--- src/rtl/cnt_bcd_down.sv ---
// cnt_bcd_down: multi-digit BCD countdown timer with start/stop control.
// Digits load in parallel (saturated to 9), decrement with a borrow ripple
// from digit 0 upward on each honoured tick, and `done` pulses for one cycle
// when the count reaches zero.
// Optional feature: define CNT_BCD_DOWN_AUTORELOAD_EN to make the terminal
// count reload from the last loaded value and keep running (periodic timer).
module cnt_bcd_down #(
  parameter int DIGITS = 2
) (
  input  logic                  sys_clk,
  input  logic                  sys_rst_n,
  input  logic                  en,
  input  logic                  load,
  input  logic [4*DIGITS-1:0]   load_val,
  input  logic                  start,
  input  logic                  stop,
  output logic [4*DIGITS-1:0]   cnt,
  output logic                  busy,
  output logic                  paused,
  output logic                  done
);

  localparam int W = 4 * DIGITS;
  localparam logic [W-1:0] CNT_ZERO = '0;
  localparam logic [W-1:0] CNT_ONE  = {{(W-1){1'b0}}, 1'b1};

  typedef enum logic [1:0] {
    ST_IDLE  = 2'd0,
    ST_RUN   = 2'd1,
    ST_PAUSE = 2'd2
  } state_t;

  state_t         state_q, state_d;
  logic [W-1:0]   cnt_q, cnt_d;
  logic [W-1:0]   reload_q, reload_d;
  logic           busy_q, busy_d;
  logic           paused_q, paused_d;
  logic           done_q, done_d;

  logic [W-1:0]   load_sat;
  logic [W-1:0]   cnt_dec;
  logic [DIGITS:0] borrow;

  assign borrow[0] = 1'b1;

  // Per-digit saturation of the preset and one-step BCD decrement.
  // A digit borrows only when every digit below it is zero.
  for (genvar gi = 0; gi < DIGITS; gi++) begin : g_digit
    logic [3:0] ld_digit;
    logic [3:0] cur_digit;
    assign ld_digit  = load_val[4*gi +: 4];
    assign cur_digit = cnt_q[4*gi +: 4];
    assign load_sat[4*gi +: 4] = (ld_digit > 4'd9) ? 4'd9 : ld_digit;
    assign cnt_dec[4*gi +: 4]  = !borrow[gi]          ? cur_digit :
                                 (cur_digit == 4'd0)  ? 4'd9      :
                                                        cur_digit - 4'd1;
    assign borrow[gi+1] = borrow[gi] && (cur_digit == 4'd0);
  end

  // Next-state, count and pulse logic; load overrides everything but reset.
  always_comb begin
    state_d  = state_q;
    cnt_d    = cnt_q;
    reload_d = reload_q;
    done_d   = 1'b0;
    if (load) begin
      cnt_d    = load_sat;
      reload_d = load_sat;
      state_d  = ST_IDLE;
    end else begin
      case (state_q)
        ST_IDLE: begin
          // Starting from zero would never reach a terminal count; ignore it.
          if (start && (cnt_q != CNT_ZERO)) state_d = ST_RUN;
        end
        ST_RUN: begin
          if (stop) begin
            state_d = ST_PAUSE;
          end else if (en) begin
            if (cnt_q == CNT_ONE) begin
              done_d = 1'b1;
`ifdef CNT_BCD_DOWN_AUTORELOAD_EN
              if (reload_q != CNT_ZERO) begin
                cnt_d = reload_q;
              end else begin
                cnt_d   = CNT_ZERO;
                state_d = ST_IDLE;
              end
`else
              cnt_d   = CNT_ZERO;
              state_d = ST_IDLE;
`endif
            end else begin
              cnt_d = cnt_dec;
            end
          end
        end
        ST_PAUSE: begin
          // stop outranks start, so both together keep the block paused.
          if (!stop && start) state_d = ST_RUN;
        end
        default: state_d = ST_IDLE;
      endcase
    end
    busy_d   = (state_d != ST_IDLE);
    paused_d = (state_d == ST_PAUSE);
  end

  // State and output registers with synchronous active-low reset.
  always_ff @(posedge sys_clk) begin
    if (!sys_rst_n) begin
      state_q  <= ST_IDLE;
      cnt_q    <= '0;
      reload_q <= '0;
      busy_q   <= 1'b0;
      paused_q <= 1'b0;
      done_q   <= 1'b0;
    end else begin
      state_q  <= state_d;
      cnt_q    <= cnt_d;
      reload_q <= reload_d;
      busy_q   <= busy_d;
      paused_q <= paused_d;
      done_q   <= done_d;
    end
  end

  assign cnt    = cnt_q;
  assign busy   = busy_q;
  assign paused = paused_q;
  assign done   = done_q;

endmodule

--- config.mk ---
export PLATFORM = sky130hd
export DESIGN_NAME = cnt_bcd_down
export DESIGN_NICKNAME = d
export VERILOG_FILES = /design/src/rtl/cnt_bcd_down.sv
export SDC_FILE = /design/constraint.sdc
export NUM_CORES = 1
export LEC_CHECK = 0
export BUFFER_PORTS_ARGS = -buffer_cell sky130_fd_sc_hd__buf_4
export CAP_MARGIN = 20
export CELL_PAD_IN_SITES_DETAIL_PLACEMENT = 0
export CELL_PAD_IN_SITES_GLOBAL_PLACEMENT = 1
export CORE_MARGIN = 4
export CORE_UTILIZATION = 25
export CTS_CLUSTER_DIAMETER = 50
export CTS_CLUSTER_SIZE = 30
export DETAILED_ROUTE_END_ITERATION = 8
export PLACE_DENSITY = 0.7
export SLEW_MARGIN = 20
export SYNTH_ARGS = -nofsm -noshare
export SYNTH_HDL_FRONTEND = slang
export SYNTH_SLANG_ARGS = --single-unit
export TNS_END_PERCENT = 20
--- constraint.sdc ---
create_clock -name sys_clk -period 3.9 [get_ports sys_clk]
set_input_delay 0.195 -clock sys_clk [delete_from_list [all_inputs] [get_ports sys_clk]]
set_output_delay 0.195 -clock sys_clk [all_outputs]
set_load 0.01 [all_outputs]
==> flow_metrics.py <==
metrics = {
    "outcome": {
        "status": "complete, no violations",
    },
    "finish": {
        "fillers": 357,
        "instances_no_fill": 172,
        "drive_above_1_share_pct": 25.8,
        "final_core_util_pct": 34.6,
        "final_nets": 148,
        "antenna_cells": 0,
        "final_cell_mix": "24 x buf_4, 15 x a21oi_1, 13 x dfxtp_1",
        "syn2layout_area_growth_pct": 31.0,
        "final_common_cell": "buf_4",
        "design_area_um2": 1070,
    },
    "setup_path": {
        "crit_fanout": 5,
        "slowest_delay_ps": 430,
        "slowest_stage": "or3b_4",
        "cp.arrival_ps": 1970,
        "cp-start-kind": "flop",
        "end_kind": "flop",
        "worstPathRequired_ps": 4060,
        "path_class": "flop to flop",
        "cp_cell_sequence": "inv_1, ha_1, or3b_4, nor2_2, nand2_1, a31oi_1, a21oi_1",
    },
    "clock_tree": {
        "root_buffer": "clkbuf_4",
        "numCtsBuffers": 3,
        "clk_pin_slew_ps": 80,
        "worstSkewPairLatency_ps": 270,
        "cts_tree": "done",
        "ctsHoldBuffers": 0,
        "cts_sinks": 13,
        "cts_buffer_depth": 2,
        "cts_max_level": 1,
        "post_cts_buffers": 0,
        "cts-resized-gates": 0,
    },
    "yosys": {
        "async_reset_ff_share_pct": 0,
        "postSynthCellCount": 102,
        "synth.avg_cell_area_um2": 8.02,
        "synth-seq-cells": 13,
        "ys_types": 35,
        "yosys_warnings": 0,
        "seq_area_frac_synth_pct": 31.8,
        "synthFlopType": "dfxtp_1",
        "synth_nets": 121,
        "synth_area_um2": 818,
        "synth_edf_count": 0,
    },
    "drt": {
        "antenna_left": 0,
        "routedWlPerCell_um": 11.8,
        "viasPerCell": 4.64,
        "drt_iter0_drc": 34,
        "drc": 0,
        "wl_um": 2030,
        "first_pass_iters": 4,
        "wl_met2_um": 968,
        "num_vias": 798,
        "wl_met3_um": 106,
        "top_layer_used": "met4",
        "drt-met1-wl_um": 924,
    },
    "sta": {
        "rsz0062_at_grt": "no",
        "fin_setup_tns_ps": 0,
        "finalCritPeriodShare_pct": 46.4,
        "slew_violations": 0,
        "setup-violations-final": 0,
        "fin_crit_ps": 1810,
        "hold_violations": 0,
        "fin_hold_ws_ps": 149,
        "setup_ws_ps": 2090,
        "relSlewSlack_pct": 61.5,
        "fmax_mhz": 552,
        "skew_ps": 2.01,
        "worstMarginPinSlew_ps": 576,
    },
    "power": {
        "p_leak_nw": 0.445,
        "pwr_density_cell_nw_per_um2": 298,
        "peakVddDrop_uv": 91.4,
        "power_mw": 0.320,
    },
    "grt": {
        "grt_max_degree": 13,
        "grt_pass1_vias": 790,
        "grt_first_pass_wirelength_um": 3470,
        "grt_usage_pct": 10.4,
        "overflow": 0,
        "antenna_found_initial": 0,
    },
    "floorplanning": {
        "io_pins": 25,
        "coreArea_um2": 3100,
        "die_w_um": 65.2,
        "die_area_um2": 4250,
        "rows": 20,
        "die_y_um": 65.2,
        "start_util_pct": 26.4,
    },
    "worst_hold_path": {
        "hold_path_class": "input port to flop",
    },
    "place": {
        "io_buffers": 24,
        "place_ws_ps": 2100,
        "place_hpwl_um": 1640,
        "placed_cells": 168,
        "gp_congestion": 0.807,
        "dpl_cell_area_um2": 1050,
    },
    "job": {
        "drv_cap": 0,
    },
}
state kept, by name, summed over array words and instances (netlist names):
| register | cells |
|---|---|
| busy | 1 |
| cnt | 8 |
| done | 1 |
| paused | 1 |
| state_q | 2 |
logic make-up (layout without fill, tap and decap cells):
group | count (synthesis) | after routing | synth area share, %
multiplexers | 2 | 2 | 2.45
flip-flops | 13 | 13 | 31.8
AND/OR/NAND/NOR | 40 | 40 | 27.4
adder cells (fa/ha/maj) | 5 | 5 | 7.65
buffers and inverters | 10 | 36 | 4.59
AO/OA/AOI/OAI | 32 | 32 | 26.1
critical path, delay by kind of cell (launching register included):
family / cells / cell delay, ps
simple gates: 3 / 720
compound gates: 2 / 310
fa+ha+maj: 1 / 200
buf+inv: 1 / 100
flops: 1 / 360
path summary, 6_finish.rpt:
path	from	end	slack, ps	cells after the start
worst min register to register	cnt[7]	cnt[7]	550	2
worst max register to register	cnt[4]	busy	2090	7
worst min-delay path	load_val[7]	cnt[6]	150	2
worst max-delay path	cnt[4]	busy	2090	7
power by group:
part	internal [mW]	switching, mW
combinational	0.0422	0.0456
sequential	0.140	0.00934
clock	0.0396	0.0427
total	0.222	0.0977
cell usage after synthesis, drive strengths merged (2+ instances only):
library cell	count	area (um^2)
o32ai	2	17.5
nor2b	2	12.5
o21a	2	15.0
ha	5	62.6
a211oi	2	20.0
nand2	8	30.0
nand3b	4	30.0
or3b	3	28.8
o21ai	3	26.3
dfxtp	13	260
nand3	3	20.0
nor2	9	36.3
nor3	5	25.0
o31ai	2	15.0
inv	8	30.0
mux2i	2	20.0
a21oi	16	83.8
clkbuf	2	7.51
layer usage:
layer	GRT usage [%]	vias up
met5	0	-
met4	6.48	0
met3	2.05	2
met2	17.1	23
met1	12.3	349
li1	-	424
area by class of cell:
| class | instances | area [um^2] | share of cell area (%) |
|---|---|---|---|
| Multi-Input combinational cell | 79 | 520 | 48.5 |
| Sequential cell | 13 | 260 | 24.3 |
| Inverter | 8 | 30.0 | 2.80 |
| Clock buffer | 4 | 26.3 | 2.45 |
| Tap cell | 44 | 55.1 | 5.13 |
| Timing Repair Buffer | 24 | 180 | 16.8 |
(Power assumes the default switching activity.)
